`config.mk`:
```
export PLATFORM = sky130hd
export DESIGN_NAME = frl_checkpoint_ctrl
export DESIGN_NICKNAME = d
export VERILOG_FILES = /design/src/rtl/cfc_pkg.sv /design/src/rtl/frl_checkpoint_ctrl.sv
export SDC_FILE = /design/constraint.sdc
export NUM_CORES = 1
export LEC_CHECK = 0
export CORE_MARGIN = 2
export CORE_UTILIZATION = 55
export CTS_CLUSTER_SIZE = 8
export DETAILED_ROUTE_END_ITERATION = 6
export GPL_ROUTABILITY_DRIVEN = 0
export PLACE_DENSITY = 0.8
export RECOVER_POWER = 25
export SYNTH_ARGS = -nofsm -noshare
export SYNTH_HDL_FRONTEND = slang
export SYNTH_SLANG_ARGS = --single-unit
```
`constraint.sdc`:
```
create_clock -name clk -period 3.8 [get_ports clk]
set_input_delay 0.57 -clock clk [delete_from_list [all_inputs] [get_ports clk]]
set_output_delay 0.57 -clock clk [all_outputs]
set_load 0.005 [all_outputs]
```
`src/rtl/cfc_pkg.sv`:
```
// Shared constants and types for the branch checkpoint store (CFC) and its
// neighbours: the free register list (FRL), dispatch and the ROB.
//   CFC_DEPTH      number of checkpoint slots (max in-flight branches)
//   CFC_TAG_WIDTH  width of a branch tag (= slot index)
//   FRL_PTR_WIDTH  width of the FRL head pointer, wrap bit included
package cfc_pkg;

  localparam int CFC_DEPTH     = 8;
  localparam int CFC_TAG_WIDTH = 3;
  localparam int FRL_PTR_WIDTH = 5;

  typedef logic [CFC_TAG_WIDTH-1:0] cfc_tag_t;
  typedef logic [FRL_PTR_WIDTH-1:0] frl_ptr_t;

endpackage

```
`src/rtl/frl_checkpoint_ctrl.sv`:
```
// Branch checkpoint store for the FRL head pointer.
// A dispatched branch snapshots Frl_HeadPtr into a circular queue and gets the
// slot index as its tag. A misprediction reads the saved pointer for its tag
// combinationally and drops every younger checkpoint; a branch commit retires
// the oldest checkpoint.
// Ports:
//   clk, reset          clock, synchronous active-high reset
//   Frl_HeadPtr         FRL head pointer sampled at branch dispatch
//   Dis_BranchDispatch  take a checkpoint this cycle
//   Cfc_BranchTag       tag given to the dispatching branch (tail slot)
//   Cfc_Full/Cfc_Empty  queue occupancy flags
//   Rob_CommitBranch    retire the oldest checkpoint
//   Cdb_Flush           misprediction of branch Cdb_BranchTag
//   Cdb_BranchTag       tag being flushed / read
//   Cfc_FrlHeadPtr      saved FRL head for Cdb_BranchTag (zero latency)
//   Cfc_Err             sticky protocol-error flag
module frl_checkpoint_ctrl
  import cfc_pkg::*;
#(
  parameter int PTR_WIDTH = FRL_PTR_WIDTH,
  parameter int DEPTH     = CFC_DEPTH,
  parameter int TAG_WIDTH = CFC_TAG_WIDTH
) (
  input  logic                 clk,
  input  logic                 reset,
  input  logic [PTR_WIDTH-1:0] Frl_HeadPtr,
  input  logic                 Dis_BranchDispatch,
  output logic [TAG_WIDTH-1:0] Cfc_BranchTag,
  output logic                 Cfc_Full,
  output logic                 Cfc_Empty,
  input  logic                 Rob_CommitBranch,
  input  logic                 Cdb_Flush,
  input  logic [TAG_WIDTH-1:0] Cdb_BranchTag,
  output logic [PTR_WIDTH-1:0] Cfc_FrlHeadPtr,
  output logic                 Cfc_Err
);

  localparam logic [TAG_WIDTH:0] LP_QONE = {{TAG_WIDTH{1'b0}}, 1'b1};

  logic [PTR_WIDTH-1:0] r_ckpt [DEPTH];
  logic [TAG_WIDTH:0]   r_head;
  logic [TAG_WIDTH:0]   r_tail;
  logic                 r_err;

  logic [TAG_WIDTH:0]   w_count;
  logic                 w_full;
  logic                 w_empty;
  logic [TAG_WIDTH-1:0] w_tail_idx;
  logic [TAG_WIDTH-1:0] w_off;
  logic                 w_tag_live;
  logic                 w_flush_ok;
  logic                 w_dispatch;
  logic                 w_commit;
  logic                 w_err_set;
  logic [TAG_WIDTH:0]   w_tail_next;
  logic [DEPTH-1:0]     w_slot_we;

  assign w_count    = r_tail - r_head;
  // Count never exceeds DEPTH, so its top bit alone marks a full queue.
  assign w_full     = w_count[TAG_WIDTH];
  assign w_empty    = (w_count == '0);
  assign w_tail_idx = r_tail[TAG_WIDTH-1:0];

  // Distance of the flushed tag from the oldest live slot; beyond Count the
  // tag does not belong to a live branch.
  assign w_off      = Cdb_BranchTag - r_head[TAG_WIDTH-1:0];
  assign w_tag_live = ({1'b0, w_off} < w_count);
  assign w_flush_ok = Cdb_Flush && w_tag_live;

  // A flush squashes any same-cycle dispatch: that branch is younger.
  assign w_dispatch = Dis_BranchDispatch && !w_full && !Cdb_Flush;
  assign w_commit   = Rob_CommitBranch && !w_empty;

  assign w_err_set  = (Dis_BranchDispatch && w_full)
                   || (Rob_CommitBranch && w_empty)
                   || (Cdb_Flush && !w_tag_live);

  always_comb begin
    w_tail_next = r_tail;
    if (w_flush_ok) begin
      // Offset is taken from the pre-commit head even when a commit lands in
      // the same cycle.
      w_tail_next = r_head + {1'b0, w_off} + LP_QONE;
    end else if (w_dispatch) begin
      w_tail_next = r_tail + LP_QONE;
    end
  end

  always_ff @(posedge clk) begin
    if (reset) begin
      r_head <= '0;
      r_tail <= '0;
      r_err  <= 1'b0;
    end else begin
      if (w_commit) begin
        r_head <= r_head + LP_QONE;
      end
      r_tail <= w_tail_next;
      if (w_err_set) begin
        r_err <= 1'b1;
      end
    end
  end

  // One write port per slot, selected by the tail index.
  genvar gi;
  generate
    for (gi = 0; gi < DEPTH; gi++) begin : g_slot
      assign w_slot_we[gi] = w_dispatch && (w_tail_idx == TAG_WIDTH'(gi));

      always_ff @(posedge clk) begin
        if (reset) begin
          r_ckpt[gi] <= '0;
        end else if (w_slot_we[gi]) begin
          r_ckpt[gi] <= Frl_HeadPtr;
        end
      end
    end
  endgenerate

  assign Cfc_BranchTag  = w_tail_idx;
  assign Cfc_Full       = w_full;
  assign Cfc_Empty      = w_empty;
  assign Cfc_FrlHeadPtr = r_ckpt[Cdb_BranchTag];
  assign Cfc_Err        = r_err;

endmodule
```
==> run metrics <==
Final TNS setup=0 ps; Tightest Pin Transition=1120 ps; antenna violations before repair=0; final hold violations=0; vias=1753; Primary FF master, synth=edfxtp_1; relative slew slack=24.6%; Worst Setup End Kind=primary output; average routed wire per standard cell=17.7 µm; Fillers=398; final setup vio count=0; post-CTS setup buffers=0; DRC=0; clock root cell=clkbuf_8; top-area cell type share of the netlist area=42.4%; clock power share=23.0%; # hold bufs at CTS=0; Synth area leader=edfxtp_1; Die X=75.7 µm; Buf/Inv on CP=2; Synth Instances=220; part of the Yosys area used for sequential elements=48.8%; clk buf depth=2; Die Area=0.00574 mm²; Data required, critical path=3230 ps; commonest cells in the netlist=edfxtp_1 (40), and3_1 (29), ha_1 (16); global-route wire length before repair=8910 µm; critical path type=reg -> out; Worst VDD drop=459 µV; drt first pass iters=4; crit-path leading delay family=buffers and inverters; Ant. Diodes=0; number of flops mapped to enable cells by yosys=40; largest net degree at the start of global routing=17; PD cells=605 mW/mm²; P&R area growth vs syn=12.8%; core area=0.00504 mm²; grt ovf=0; Tcrit/Tclk final=85.3%; Starting Density=56.1%; Max-Cap Viols=0; CTS resizes=0; FP Rows=26; IO Port Bufs=23; # clock sinks=49; Worst-Skew Late Latency=300 ps; Synth cell types=44; Tot GR Track Use=21.7%; Net Sw Frac=34.4%; post-DP HPWL=3940 µm; Worst path slowest cell=clkdlybuf4s50_1; mapped cell area=0.00283 mm²; Worst Path Arrival=2670 ps; Final ANT Viol Nets=0; cts bufs inserted=5; crit path cell chain=inv_1, ha_1, nand3b_1, a21oi_1, or2_1, clkdlybuf4s50_1; Max Fclk=0.309 GHz; Via density=5.62; P_int=1.27 mW; startpoint type of the worst setup path=register; io pins=24; clock transition at the registers of the reported paths=90 ps; Comb power frac=41.2%; Slew Limit Fails=0; RSZ-0062 raised after global routing=no; CTS tree=yes; DRT Wirelength=5520 µm; fin crit period=3240 ps; # H-tree levels=2; largest cells by area after synthesis=edfxtp_1 (42%), mux4_2 (8.0%), ha_1 (7.1%); Synth async-reset ratio=0%; Final Skew=7.76 ps; vias in the first global route=1774; power consumption=1.93 mW; leakage=1.32 nW; share of post-route cells with drive strength above 1=13.2%; NumNets Final=273; Die H=75.7 µm; Syn Nets=252; Synth warnings=0; HP Class=reg -> reg; max incr delay on CP=550 ps; most common cell in the synthesized netlist=edfxtp_1; Seq pwr share=35.8%; Seq cells post-synth=49; status=completed; DRT iter0 DRCs=159; top fanout value on the critical path=6; P_sw=0.663 mW; Avg Cell Area, Syn=12.9 µm²
## power groups by stage
stage          Combinational, mW  Clock [mW]  Sequential [mW]
2_1_floorplan              0.645           0            0.689
3_3_place_gp               0.813           0            0.703
3_5_place_dp               0.830           0            0.705
4_1_cts                    0.839       0.449            0.693
5_1_grt                    0.890       0.468            0.700
6_report                   0.795       0.444            0.691
## layer usage
| layer | up-vias | wire (µm) | global-route usage (%) |
|---|---|---|---|
| li1 | 854 | - | - |
| met1 | 846 | 2300 | 26.7 |
| met2 | 43 | 2850 | 38.6 |
| met3 | 10 | 260 | 4.10 |
| met4 | 0 | 111 | 6.82 |
| met5 | - | 0 | 0 |
## flip-flops by register name (all words and copies together), names as in the netlist
register and cells:
r_ckpt 40, r_tail 4, r_head 4, Cfc_Err 1
## worst paths after layout
check,to,slack (ps),startpoint,cells past startpoint
hold reg to reg,Cfc_Err,560,Cfc_Err,1
setup reg to reg,r_ckpt[0][4],690,r_tail[2],6
hold / removal,Cfc_Err,560,Cfc_Err,1
setup / recovery,Cfc_Full,560,r_tail[0],6
## cells in the final DEF, fill, tap and decap left out, types with 2 or more instances in the layout
cell type and n:
mux2i_1 3, mux4_2 10, dlygate4sd3_1 4, mux2_2 5
buf_4 2, a21o_1 3, fa_1 3, inv_1 12
edfxtp_1 40, nor3_1 2, nand3_1 5, xnor2_1 7
nand2_1 11, dfxtp_1 9, clkbuf_8 5, bufinv_16 2
o21ai_0 2, or3_1 2, and2_1 15, o21a_1 4
and3_1 29, ha_1 16, clkdlybuf4s50_1 19, a21oi_1 5
xor2_1 3, nor2_1 6
## area by class of cell
class	count	area (µm²)	area share (%)
flip-flops and latches	49	1380	43.3
inverters	12	45.0	1.41
clock buffers	5	68.8	2.16
well taps	70	87.6	2.74
clock inverters	3	68.8	2.16
multi-input cells	148	1290	40.6
repair buffers	25	245	7.68
## kinds of logic after synthesis
family | after synthesis | share of synthesized area, %
buf+inv | 23 | 4.16
simple gates | 78 | 16.6
fa+ha+maj | 19 | 9.20
flops | 49 | 48.8
compound gates | 23 | 7.12
xor+xnor | 10 | 3.09
mux | 18 | 11.0
## stage by stage
| stage | area [µm²] | util [%] | std cells | hold WS, ps | setup slack [ps] |
|---|---|---|---|---|---|
| global route | 3190 | 63.3 | 312 | 583 | 328 |
| finish | 3190 | 63.3 | 312 | 561 | 559 |
| floorplan | 2830 | - | 220 | 512 | 790 |
| CTS | 3230 | 64.0 | 312 | 568 | 369 |
| global placement | 3090 | 61.3 | 304 | 529 | 454 |
| detailed placement | 3090 | 61.3 | 304 | 534 | 367 |
(Power assumes the default switching activity.)
